--- src/rtl/systolic_pkg.sv ---
// Shared definitions for the systolic feeder: FSM states, phase lengths
// and the lane-slice helper used to address packed lane vectors.
package systolic_pkg;

    typedef enum logic [1:0] {
        ST_LOAD   = 2'd0,
        ST_STREAM = 2'd1,
        ST_FLUSH  = 2'd2
    } state_t;

    // Phase lengths for the default 4x4 array
    localparam int ARRAY_SIZE_DEF = 4;
    localparam int STREAM_LEN     = 2 * ARRAY_SIZE_DEF - 1;
    localparam int FLUSH_LEN      = ARRAY_SIZE_DEF;

    // Stream phase covers every diagonal of an n x n operand
    function automatic int stream_len(input int n);
        return 2 * n - 1;
    endfunction

    // Flush phase lets the last diagonal travel across the array
    function automatic int flush_len(input int n);
        return n;
    endfunction

    // Low bit index of lane `lane` in a packed vector of `width`-bit lanes
    function automatic int lane_lo(input int lane, input int width);
        return lane * width;
    endfunction

endpackage

--- src/rtl/systolic_skew_lane.sv ---
// One skewed lane: at stream beat t it presents element (t - LANE) of its
// N-entry vector, or zero when that index falls outside 0..N-1.
module systolic_skew_lane
    import systolic_pkg::*;
#(
    parameter int ARRAY_SIZE = 4,
    parameter int DATA_WIDTH = 4,
    parameter int T_W        = 3,
    parameter int LANE       = 0
) (
    input  logic [ARRAY_SIZE*DATA_WIDTH-1:0] i_vec,
    input  logic [T_W-1:0]                   i_t,
    output logic [DATA_WIDTH-1:0]            o_elem
);

    // Select the element whose index equals t - LANE; default is zero padding
    always_comb begin
        o_elem = '0;
        for (int k = 0; k < ARRAY_SIZE; k++) begin
            if (int'(i_t) == k + LANE) begin
                o_elem = i_vec[lane_lo(k, DATA_WIDTH) +: DATA_WIDTH];
            end
        end
    end

endmodule

--- src/rtl/systolic_feeder.sv ---
// Systolic array feeder: loads A row-by-row and B column-by-column over a
// valid/ready handshake, streams both in diagonally skewed order, then
// flushes zeros so the array drains and pulses done.
module systolic_feeder
    import systolic_pkg::*;
#(
    parameter int ARRAY_SIZE = 4,
    parameter int DATA_WIDTH = 4
) (
    input  logic                             clk,
    input  logic                             reset,
    input  logic                             in_valid,
    output logic                             in_ready,
    input  logic [ARRAY_SIZE*DATA_WIDTH-1:0] in_a_row,
    input  logic [ARRAY_SIZE*DATA_WIDTH-1:0] in_b_col,
    output logic [ARRAY_SIZE*DATA_WIDTH-1:0] out_left,
    output logic [ARRAY_SIZE*DATA_WIDTH-1:0] out_top,
    output logic                             out_first,
    output logic                             busy,
    output logic                             done
);

    localparam int N     = ARRAY_SIZE;
    localparam int W     = DATA_WIDTH;
    localparam int LW    = N * W;
    localparam int K_W   = (N > 1) ? $clog2(N) : 1;
    localparam int T_W   = $clog2(2 * N);
    localparam int S_LEN = stream_len(N);
    localparam int F_LEN = flush_len(N);

    localparam logic [K_W-1:0] K_LAST        = K_W'(N - 1);
    localparam logic [T_W-1:0] T_STREAM_LAST = T_W'(S_LEN - 1);
    localparam logic [T_W-1:0] T_FLUSH_LAST  = T_W'(F_LEN - 1);

    state_t          r_state;
    state_t          w_next;
    logic [K_W-1:0]  r_k;
    logic [T_W-1:0]  r_t;
    logic [LW-1:0]   r_a [N];   // r_a[i] = row i of A, lane c = A[i][c]
    logic [LW-1:0]   r_b [N];   // r_b[j] = column j of B, lane r = B[r][j]
    logic [LW-1:0]   w_left;
    logic [LW-1:0]   w_top;
    logic            w_hs;

    assign w_hs = in_valid && (r_state == ST_LOAD);

    // State register
    always_ff @(posedge clk or posedge reset) begin
        if (reset) r_state <= ST_LOAD;
        else       r_state <= w_next;
    end

    // Next-state: last load beat starts the stream, phase counters end each phase
    always_comb begin
        w_next = r_state;
        case (r_state)
            ST_LOAD:   if (w_hs && r_k == K_LAST)  w_next = ST_STREAM;
            ST_STREAM: if (r_t == T_STREAM_LAST)   w_next = ST_FLUSH;
            ST_FLUSH:  if (r_t == T_FLUSH_LAST)    w_next = ST_LOAD;
            default:                               w_next = ST_LOAD;
        endcase
    end

    // Beat counter k during LOAD, phase counter t during STREAM and FLUSH
    always_ff @(posedge clk or posedge reset) begin
        if (reset) begin
            r_k <= '0;
            r_t <= '0;
        end else begin
            case (r_state)
                ST_LOAD: begin
                    r_t <= '0;
                    if (w_hs) r_k <= (r_k == K_LAST) ? '0 : r_k + K_W'(1);
                end
                ST_STREAM: r_t <= (r_t == T_STREAM_LAST) ? '0 : r_t + T_W'(1);
                ST_FLUSH: begin
                    r_k <= '0;
                    r_t <= (r_t == T_FLUSH_LAST) ? '0 : r_t + T_W'(1);
                end
                default: begin
                    r_k <= '0;
                    r_t <= '0;
                end
            endcase
        end
    end

    // Operand buffers hold data only; contents are masked outside STREAM
    always_ff @(posedge clk) begin
        if (w_hs) begin
            r_a[r_k] <= in_a_row;
            r_b[r_k] <= in_b_col;
        end
    end

    for (genvar gi = 0; gi < N; gi++) begin : g_lane
        systolic_skew_lane #(
            .ARRAY_SIZE (N),
            .DATA_WIDTH (W),
            .T_W        (T_W),
            .LANE       (gi)
        ) u_left (
            .i_vec  (r_a[gi]),
            .i_t    (r_t),
            .o_elem (w_left[gi*W +: W])
        );

        systolic_skew_lane #(
            .ARRAY_SIZE (N),
            .DATA_WIDTH (W),
            .T_W        (T_W),
            .LANE       (gi)
        ) u_top (
            .i_vec  (r_b[gi]),
            .i_t    (r_t),
            .o_elem (w_top[gi*W +: W])
        );
    end

    // Outputs decode from registered state only; data is zero outside STREAM
    always_comb begin
        in_ready  = (r_state == ST_LOAD);
        busy      = (r_state == ST_STREAM) || (r_state == ST_FLUSH);
        out_first = (r_state == ST_STREAM) && (r_t == '0);
        done      = (r_state == ST_FLUSH) && (r_t == T_FLUSH_LAST);
        out_left  = (r_state == ST_STREAM) ? w_left : '0;
        out_top   = (r_state == ST_STREAM) ? w_top  : '0;
    end

endmodule

--- config.mk ---
export PLATFORM = sky130hd
export DESIGN_NAME = systolic_feeder
export DESIGN_NICKNAME = d
export VERILOG_FILES = /design/src/rtl/systolic_pkg.sv /design/src/rtl/systolic_skew_lane.sv /design/src/rtl/systolic_feeder.sv
export SDC_FILE = /design/constraint.sdc
export NUM_CORES = 1
export LEC_CHECK = 0
export ABC_CLOCK_PERIOD_IN_PS = 2600
export CAP_MARGIN = 20
export CORE_ASPECT_RATIO = 0.8
export CORE_MARGIN = 1.5
export CORE_UTILIZATION = 35
export CTS_BUF_LIST = sky130_fd_sc_hd__clkbuf_8 sky130_fd_sc_hd__clkbuf_16
export CTS_CLUSTER_SIZE = 30
export DETAILED_ROUTE_END_ITERATION = 12
export DONT_BUFFER_PORTS = 1
export GPL_ROUTABILITY_DRIVEN = 1
export MAX_ROUTING_LAYER = met4
export PLACE_DENSITY = 0.56
export RECOVER_POWER = 25
export SKIP_LAST_GASP = 1
export SYNTH_ARGS = -nofsm -noshare
export SYNTH_HDL_FRONTEND = slang
export SYNTH_SLANG_ARGS = --single-unit
--- constraint.sdc ---
create_clock -name clk -period 2.6 [get_ports clk]
set_input_delay 0.39 -clock clk [delete_from_list [all_inputs] [get_ports clk]]
set_output_delay 0.39 -clock clk [all_outputs]
set_load 0.03 [all_outputs]
After elaboration in Yosys (flattened, before gate mapping)
Memory sizes are Yosys's and may differ from the RTL's.
Cells that the tools add are included.

cells by class
  bitwise gates (word level) = 1
  $mul = 0
  shifts and indexed selects = 0
  order comparisons = 0
  equality and inequality tests = 15
  muxes and demuxes = 46
  reduce and logical (&&, ||, !) cells = 10
  div/mod/pow operators = 0
  $add $sub $neg = 2

operators with widths
  cell                                                                      count
  4-bit two-way mux                                                         32
  16-bit two-way mux                                                        2
  3-bit equality test (second input constant)                               5
  2-bit two-way mux                                                         5
  3-bit by 2-bit equality test with 1-bit output (second input constant)    3
  3-bit zero test                                                           2
  3-bit two-way mux                                                         2
  2-bit one-hot mux with 3 select lines                                     1
  3-bit one-hot mux with 2 select lines                                     1
  2-bit equality test (second input constant)                               2
  1-bit logical AND                                                         4
  2-bit by 1-bit inequality test with 1-bit output (second input constant)  2
  2-bit inequality test (second input constant)                             2
  2-bit one-hot mux with 2 select lines                                     1
  3-bit by 1-bit adder with 3-bit output (second input constant)            1
  3-bit AND reduction                                                       1
  2-bit by 1-bit adder with 2-bit output (second input constant)            1
  2-bit by 1-bit equality test with 1-bit output (second input constant)    1
  2-bit zero test                                                           1
  1-bit two-way mux                                                         2
  2-bit AND reduction                                                       1
  1-bit logical OR                                                          1
  1-bit NOT                                                                 1

word-level totals
  latch bits = 0
  word-level logic and storage cells = 79
  output and inout port bits = 36
  bits in writable memories = 128
  memories kept = 2
  memory bits (read-only) = 0
  register bits after elaboration = 7

memories
  name  words  bits a word  read ports  clocked after Yosys merged registers in  wr ports  RTL line               RTL
  r_a   4      16           4           0                                        1         systolic_feeder.sv:39  logic [LW-1:0] r_a [N];
  r_b   4      16           4           0                                        1         systolic_feeder.sv:40  logic [LW-1:0] r_b [N];

Logic depth before layout (Yosys ltp)
Gate-level depths: netlist (run 1).

  depth after elaboration = 6
  gate-level depth with buffers = 8
  gate-level depth less buffers = 6

Hierarchy
Synthesis (run 1) repeated with hierarchy kept, for this count alone.

second synthesis, totals
  cell total of the unflattened synthesis = 342
  area total of the unflattened synthesis = 5826.8 um^2

by module, submodules not included
  module                                      cells an instance  area an instance (um^2)  times used
  systolic_feeder                             222                4625.7                   1
  systolic_skew_lane at g_lane[1].u_left ...  18                 177.7                    2
  systolic_skew_lane at g_lane[3].u_left ...  19                 170.2                    2
  systolic_skew_lane at g_lane[2].u_left ...  15                 130.1                    2
  systolic_skew_lane at g_lane[0].u_left ...  8                  122.6                    2

Worst setup path before layout (run 1)
Ideal clock, no wire load.

  path kind = flip-flop to flip-flop
  from = reg r_state[1]
  to = mem r_a[3][0] in the netlist's numbering (enable)
  required time = 2.208 ns
  slack = 0.393 ns
  period minus slack after synthesis = 2.207 ns
  arrival = 1.815 ns
  stages on the path, launching flop included = 4
  library setup time = 0.392 ns
  cell sequence = dfrtp_1 -> inv_1 -> ha_1 -> and3_1

on the way
  word-level cells in the longest chain between the ends = 4

ends and longest elaborated chain
  element                                  RTL line               RTL
  from (decl)                              systolic_feeder.sv:35  state_t r_state;
  from (signal assigned)                   systolic_feeder.sv:50  else r_state <= w_next;
  2-bit zero test                          n/a
  net in_ready                             systolic_feeder.sv:13  output logic in_ready,
  1-bit logical AND                        systolic_feeder.sv:45  assign w_hs = in_valid && (r_state == ST_LOAD);
  1-bit two-way mux                        systolic_feeder.sv:90  if (w_hs) begin
  1-bit two-way mux (implied by the code)  systolic_feeder.sv:91  r_a[r_k] <= in_a_row;
  to (decl)                                systolic_feeder.sv:39

The timed path passes the listed nets, and every way through them passes these cells.

Final worst setup path (run 1)
  from = reg r_t[0]
  to = out out_top[4]

on the way
  word-level cells in the longest chain between the ends = 6
  elaborated cells on any way between the ends = 9
  classes of those cells = eq/ne (4); mux (5)

ends and longest elaborated chain
  element                                         RTL line                  RTL
  from (decl)                                     systolic_feeder.sv:38     logic [T_W-1:0] r_t;
  from (signal assigned)                          systolic_feeder.sv:75     ST_STREAM: r_t <= (r_t == T_STREAM_LAST) ? '0 : r_t + T_W'(1);
  from (signal assigned)                          systolic_feeder.sv:78     r_t <= (r_t == T_FLUSH_LAST) ? '0 : r_t + T_W'(1);
  3-bit by 2-bit equality test with 1-bit output  systolic_skew_lane.sv:20  if (int'(i_t) == k + LANE) begin
  4-bit two-way mux (3 in series)                 systolic_skew_lane.sv:20
  4-bit two-way mux (*)                           systolic_skew_lane.sv:20
  16-bit two-way mux (*)                          systolic_feeder.sv:127    out_top = (r_state == ST_STREAM) ? w_top : '0;
  to (decl)                                       systolic_feeder.sv:17     output logic [ARRAY_SIZE*DATA_WIDTH-1:0] out_top,

Mark *: on every way between the ends. The rest lies on a longest branch, timed or not.

==> impl_results.md, run 1 <==
- Slew Limit Fails: 0
- CP peak stage delay: 0.44 ns
- Number of global-route vias before repair: 3474
- Wire per inst: 20.5 um
- Delay-heaviest family, CP: flip-flops
- Die footprint: 0.0173 mm2
- Grt ovf: 0
- Post-place setup slack: -0.00919 ns
- Util after Layout: 0.442
- Routability cong.: 0.790
- Area grow syn2layout: 22.0%
- Met2 wire length: 6570 um
- Register area: 0.00402 mm2
- Post-synth top cells: edfxtp_1, nand2_1, a21oi_1, o21ai_0, a21oi_2
- Total area of multi-input combinational cells: 0.00155 mm2
- Detailed-route DRC error count: 0
- Number of flops mapped to enable cells by yosys: 128
- Root Buffer: clkbuf_16
- Seq/Total Area, Yosys: 0.693
- Core box area: 0.0160 mm2
- Synth cell types: 33
- CP startpoint kind: flop
- Crit path kind: reg2out
- Synth Warn #: 0
- Final WS setup: 0.0501 ns
- Top-area cell type share of the netlist area: 0.663
- Routed Antenna Nets: 0
- Syn Inst Count: 417
- Drt pass-1 iters: 5
- Nets: 514
- H-tree depth: 4
- Worst-path fanout max: 9
- WP data arrival: 2.16 ns
- Hold Vio Cnt, Final: 0
- TritonCTS buffer count: 17
- Row cnt: 41
- First-pass GRT wire length: 21300 um
- Count leader, synth: edfxtp_1
- Setup violations, final: 0
- Period utilisation layout: 0.981
- Post-synthesis async set-or-reset flop share: 0.0519
- Die span in y: 118 um
- IO buf count: 0
- Vias: 3541
- Hold Startpoint: in_a_row[14]
- Area leader, netlist: edfxtp_1
- Gr usage total: 0.172
- Status: finished clean
- Met1 WL: 6560 um
- Max Buffers Root-to-Sink: 2
- Clk sink count: 135
- Largest net degree at the start of global routing: 51
- Least-Margin Pin Slew: 0.642 ns
- Leakage: 2.50 nW
- Initial antenna violation count: 0
- R2R Path Start: r_state[1]
- Clk_lat worst skew: 0.41 ns
- CP Data Required Time: 2.21 ns
- Initial Utilization: 0.362
- CTS tree: built
- Avg Inst Size Synth: 13.9 um2
- DR WL met3: 1050 um
- Worst slew margin: 0.572
- Worst path slowest cell: dfrtp_2
- WL final: 14200 um
- Post-Route Setup TNS: 0 ns
- Synth Register Bits: 135
- Fmax achieved: 0.392 GHz
- Die width: 147 um
- PD cells: 868 mW/mm2
- Top Layer Used: met4
- Max Cap Violations: 0
- Post-Synthesis Cell Area: 0.00580 mm2
- WHS: 0.0669 ns
- WP buf/inv: 2
- Critical path cell sequence: ha_2 > buf_4 > or2_4 > a21oi_2 > a21oi_2 > a21oi_2 > buf_6
- Tmin final: 2.55 ns
- Syn nets: 465
- Share of cells above drive strength 1: 0.248
- Skew final: 0.00748 ns
- RSZ-0062 raised after global routing: true
- Most used cell, CP: a21oi_2
- Area contributors post-synth: edfxtp_1, a21oi_2, dfrtp_1
- DPL Wire Length: 8500 um
- Worst Setup SP: r_t[0]
- N_diodes: 0
- IO Count: 71
- Worst-path clk slew: 0.06 ns
- Main synth FF type: edfxtp_1
- Filler cells: 1434
- Peak supply drop: 498 uV
- Min-delay worst type: in2reg
- Vias/cell: 5.10
- DR iter-0 viols: 360
- CP endpoint kind: output port
==> what timing repair did <==
item,CTS,global route
endpoints found under the setup margin,28,32
pin swaps,0,2
resized for setup,4,20
cloned,0,2
setup buffers,0,4
hold buffers,1,0
hold endpoints to repair,7,0
==> kinds of logic after synthesis <==
logic type / share of synthesized area
AO/OA/AOI/OAI: 0.139
flip-flops: 0.693
buffers and inverters: 0.0471
AND/OR/NAND/NOR: 0.0928
adder cells (fa/ha/maj): 0.0281
==> per-layer routing <==
metal | vias up | GRT usage
met1 | 1750 | 0.236
li1 | 1653 | -
met4 | 0 | 0.0455
met5 | - | -
met2 | 130 | 0.249
met3 | 8 | 0.0523
==> worst reg2reg max path, stage by stage (launching register included) <==
cell and delay, ns:
dfrtp_1 0.39, inv_1 0.12, ha_1 0.16, buf_4 0.20, and3_1 0.18, buf_4 0.42
==> stage by stage <==
| stage | instances | total power [W] | area [um2] |
|---|---|---|---|
| finish | 694 | 0.00613 | 7070 |
| global route | 694 | 0.00639 | 7070 |
| CTS | 688 | 0.00612 | 6900 |
| detailed placement | 655 | 0.00389 | 6330 |
| global placement | 655 | 0.00387 | 6330 |
| floorplan | 417 | 0.00355 | 5800 |
==> report_power, final <==
part | internal [W] | switching [W] | leakage (nW)
Sequential | 0.00277 | 0.0000916 | 1.26
Combinational | 0.000317 | 0.000718 | 0.959
Clock | 0.00138 | 0.000857 | 0.276
==> cell usage in the layout (no fill, tap or decap), types with 3 or more instances in the layout <==
master and count:
o21ai_0 25, a21oi_2 24, dfrtp_1 5, buf_6 4
a32oi_1 8, nand2_1 44, nand3b_1 9, clkinv_2 4
a21oi_1 25, ha_1 9, clkinv_1 4, and2_1 4
inv_1 19, buf_4 44, clkbuf_16 19, and3_1 13
nor2_1 13, edfxtp_1 128, a22oi_1 8, nand2b_1 8
o211ai_1 9, o21ai_1 3, buf_12 9, a221o_1 8
nor2b_1 8
==> final timing paths <==
path | end | cells after the start | slack (ns)
setup / recovery | out_top[4] | 7 | 0.05
hold / removal | r_a[0][14] | 0 | 0.07
setup reg to reg | r_b[0][1] | 5 | 0.74
hold reg to reg | r_k[1] | 1 | 0.59
max in group asynchronous | r_t[1] | 2 | 1.94
min in group asynchronous | r_k[1] | 2 | 0.38
==> state kept, by name, indices dropped and copies added, names as in the netlist <==
signal   cells
r_a         64
r_b         64
r_t          3
r_k          2
r_state      2
==> layout make-up <==
type,count,area share
clock inverters,15,0.0172
clock buffers,17,0.0602
multi-input cells,235,0.220
repair buffers,60,0.0871
well taps,215,0.0381
inverters,17,0.00903
flip-flops and latches,135,0.569
Note: power is estimated with default switching activity, not from simulation.
==> run 2: changes to the inputs <==
CELL_PAD_IN_SITES_DETAIL_PLACEMENT = 1   (was default)
CELL_PAD_IN_SITES_GLOBAL_PLACEMENT = 1   (was default)
PLACE_DENSITY = 0.63   (was 0.56)
SYNTH_HIERARCHICAL = 1   (was default)
==> impl_results.md, run 2 <==
- Status: finished clean
- Synth cell types: 34
- CP startpoint kind: flop
- CP Data Required Time: 2.21 ns
- WP data arrival: 2.09 ns
- First-pass GRT wire length: 19800 um
- CP endpoint kind: output port
- Largest net degree at the start of global routing: 33
- Most common cell after layout, fill and taps aside: edfxtp_1
- Root Buffer: clkbuf_16
- RSZ-0062 raised after global routing: true
- Syn Inst Count: 342
- Nets: 415
- Critical path cell sequence: buf_4 > nand2b_1 > o22ai_1 > and2_1
- Top-area cell type share of the netlist area: 0.660
- Post-Synthesis Cell Area: 0.00583 mm2
- N_diodes: 0
- Row cnt: 41
- IO buf count: 0
- Clk_lat worst skew: 0.41 ns
- Syn nets: 390
- Worst slew margin: 0.617
- Delay-heaviest family, CP: simple AND/OR/NAND/NOR gates
- Crit path kind: reg2out
- Max Cap Violations: 0
- DR WL met3: 710 um
- Synth Register Bits: 135
- CP peak stage delay: 0.57 ns
- Routability cong.: 0.758
- Hold Vio Cnt, Final: 0
- WP buf/inv: 1
- Main synth FF type: edfxtp_1
- Slew Limit Fails: 0
- Area leader, netlist: edfxtp_1
- Met1 WL: 5780 um
- Die footprint: 0.0174 mm2
- DR iter-0 viols: 134
- Skew final: 0.00555 ns
- Tmin final: 2.48 ns
- Worst-path fanout max: 22
- PD cells: 1010 mW/mm2
- TritonCTS buffer count: 17
- Routed Antenna Nets: 0
- Number of global-route vias before repair: 3244
- Period utilisation layout: 0.954
- WHS: 0.0688 ns
- Met2 wire length: 6120 um
- Peak supply drop: 459 uV
- WL final: 12800 um
- Drt pass-1 iters: 4
- Vias: 3075
- Synth Warn #: 6
- H-tree depth: 4
- Post-Route Setup TNS: 0 ns
- Setup violations, final: 0
- Post-synthesis async set-or-reset flop share: 0.0519
- Least-Margin Pin Slew: 0.574 ns
- Largest registers: r_a (64), r_b (64), r_t (3)
- Detailed-route DRC error count: 0
- Top Layer Used: met4
- Worst Setup SP: r_t[2]
- Area grow syn2layout: 15.4%
- Vias/cell: 5.17
- Die width: 147 um
- Area contributors post-synth: edfxtp_1, mux2i_1, and2_1
- Post-DP Area: 0.00615 mm2
- IO Count: 71
- Worst-path clk slew: 0.06 ns
- Final instance area: 0.00673 mm2
- Core box area: 0.0160 mm2
- Number of flops mapped to enable cells by yosys: 128
- Wire per inst: 21.6 um
- Initial Utilization: 0.364
- Most frequent cells in the layout: edfxtp_1, and2_1, mux2i_1
- Filler cells: 1585
- Seq/Total Area, Yosys: 0.690
- CTS tree: built
- Gr usage total: 0.159
- Max Buffers Root-to-Sink: 2
- R2R Path Start: r_state[0]
- Initial antenna violation count: 0
- Grt ovf: 0
- Fmax achieved: 0.403 GHz
- Post-synth top cells: edfxtp_1, and2_1, mux2i_1
- Die span in y: 118 um
- Clk sink count: 135
- Share of cells above drive strength 1: 0.155
- Worst path slowest cell: dfrtp_2
- Hold Startpoint: in_a_row[8]
- Count leader, synth: edfxtp_1
- Leakage: 2.21 nW
- DPL Wire Length: 8470 um
- Min-delay worst type: in2reg
- Avg Inst Size Synth: 17.0 um2
run 2: cell count changes after synthesis, sizes merged, moves of 11 or more:
cell     change
mux2i       +32
o21ai       -26
nand4b      +16
and2        +29
buf         -17
a21oi       -48
nand4bb     +16
nor2        -11
nand2       -43
run 2: power breakdown:
part | switching [W] | internal, W
Clock | 0.000819 | 0.00138
Combinational | 0.00110 | 0.000705
Sequential | 0.000121 | 0.00268
Total | 0.00204 | 0.00477
run 2: final cells by class:
cell class	count	area [um2]	share of cell area
clock buffers	21	480	0.0714
multi-input cells	183	1670	0.248
repair buffers	18	163	0.0242
inverters	12	45.0	0.00670
clock inverters	11	72.6	0.0108
flip-flops and latches	135	4030	0.599
well taps	215	269	0.0400
run 2: metal layers:
layer  vias up  global-route usage
met5         -                   -
met4         0              0.0675
met3        17              0.0521
met2        59               0.235
met1      1595               0.201
li1       1404                   -
run 2: cells by family (layout without fill, tap and decap cells):
family | count (synthesis) | in the layout | share of synthesized area
AO/OA/AOI/OAI | 33 | 33 | 0.0414
multiplexers | 41 | 41 | 0.0910
adder cells (fa/ha/maj) | 13 | 13 | 0.0279
AND/OR/NAND/NOR | 96 | 96 | 0.126
buffers and inverters | 24 | 62 | 0.0238
flip-flops | 135 | 135 | 0.690
run 2: final timing paths:
| path | slack [ns] | endpoint | depth (start not counted) |
|---|---|---|---|
| max reg2reg | 0.45 | r_b[1][12] | 4 |
| max | 0.12 | out_top[9] | 4 |
| min in group asynchronous | 0.37 | r_k[1] | 2 |
| min | 0.07 | r_a[2][8] | 0 |
| max in group asynchronous | 1.97 | r_t[0] | 2 |
| min reg2reg | 0.54 | r_state[1] | 1 |
run 2: what timing repair did:
item                                    CTS  global route
gates resized for setup                   1             1
hold endpoints to repair                  7             0
hold buffers                              1             0
setup buffers                             0             1
endpoints found under the setup margin    2             8
pin swaps                                 0             0
run 2: per-stage QoR:
step                      setup slack, ns  cells  power (W)   util
after global routing             -0.00839    595    0.00712  0.420
after global placement              0.398    561    0.00462  0.384
final                               0.120    595    0.00681  0.420
after floorplan                     0.408    342    0.00423      -
after CTS                         0.00149    594    0.00688  0.420
after detailed placement            0.417    561    0.00466  0.384
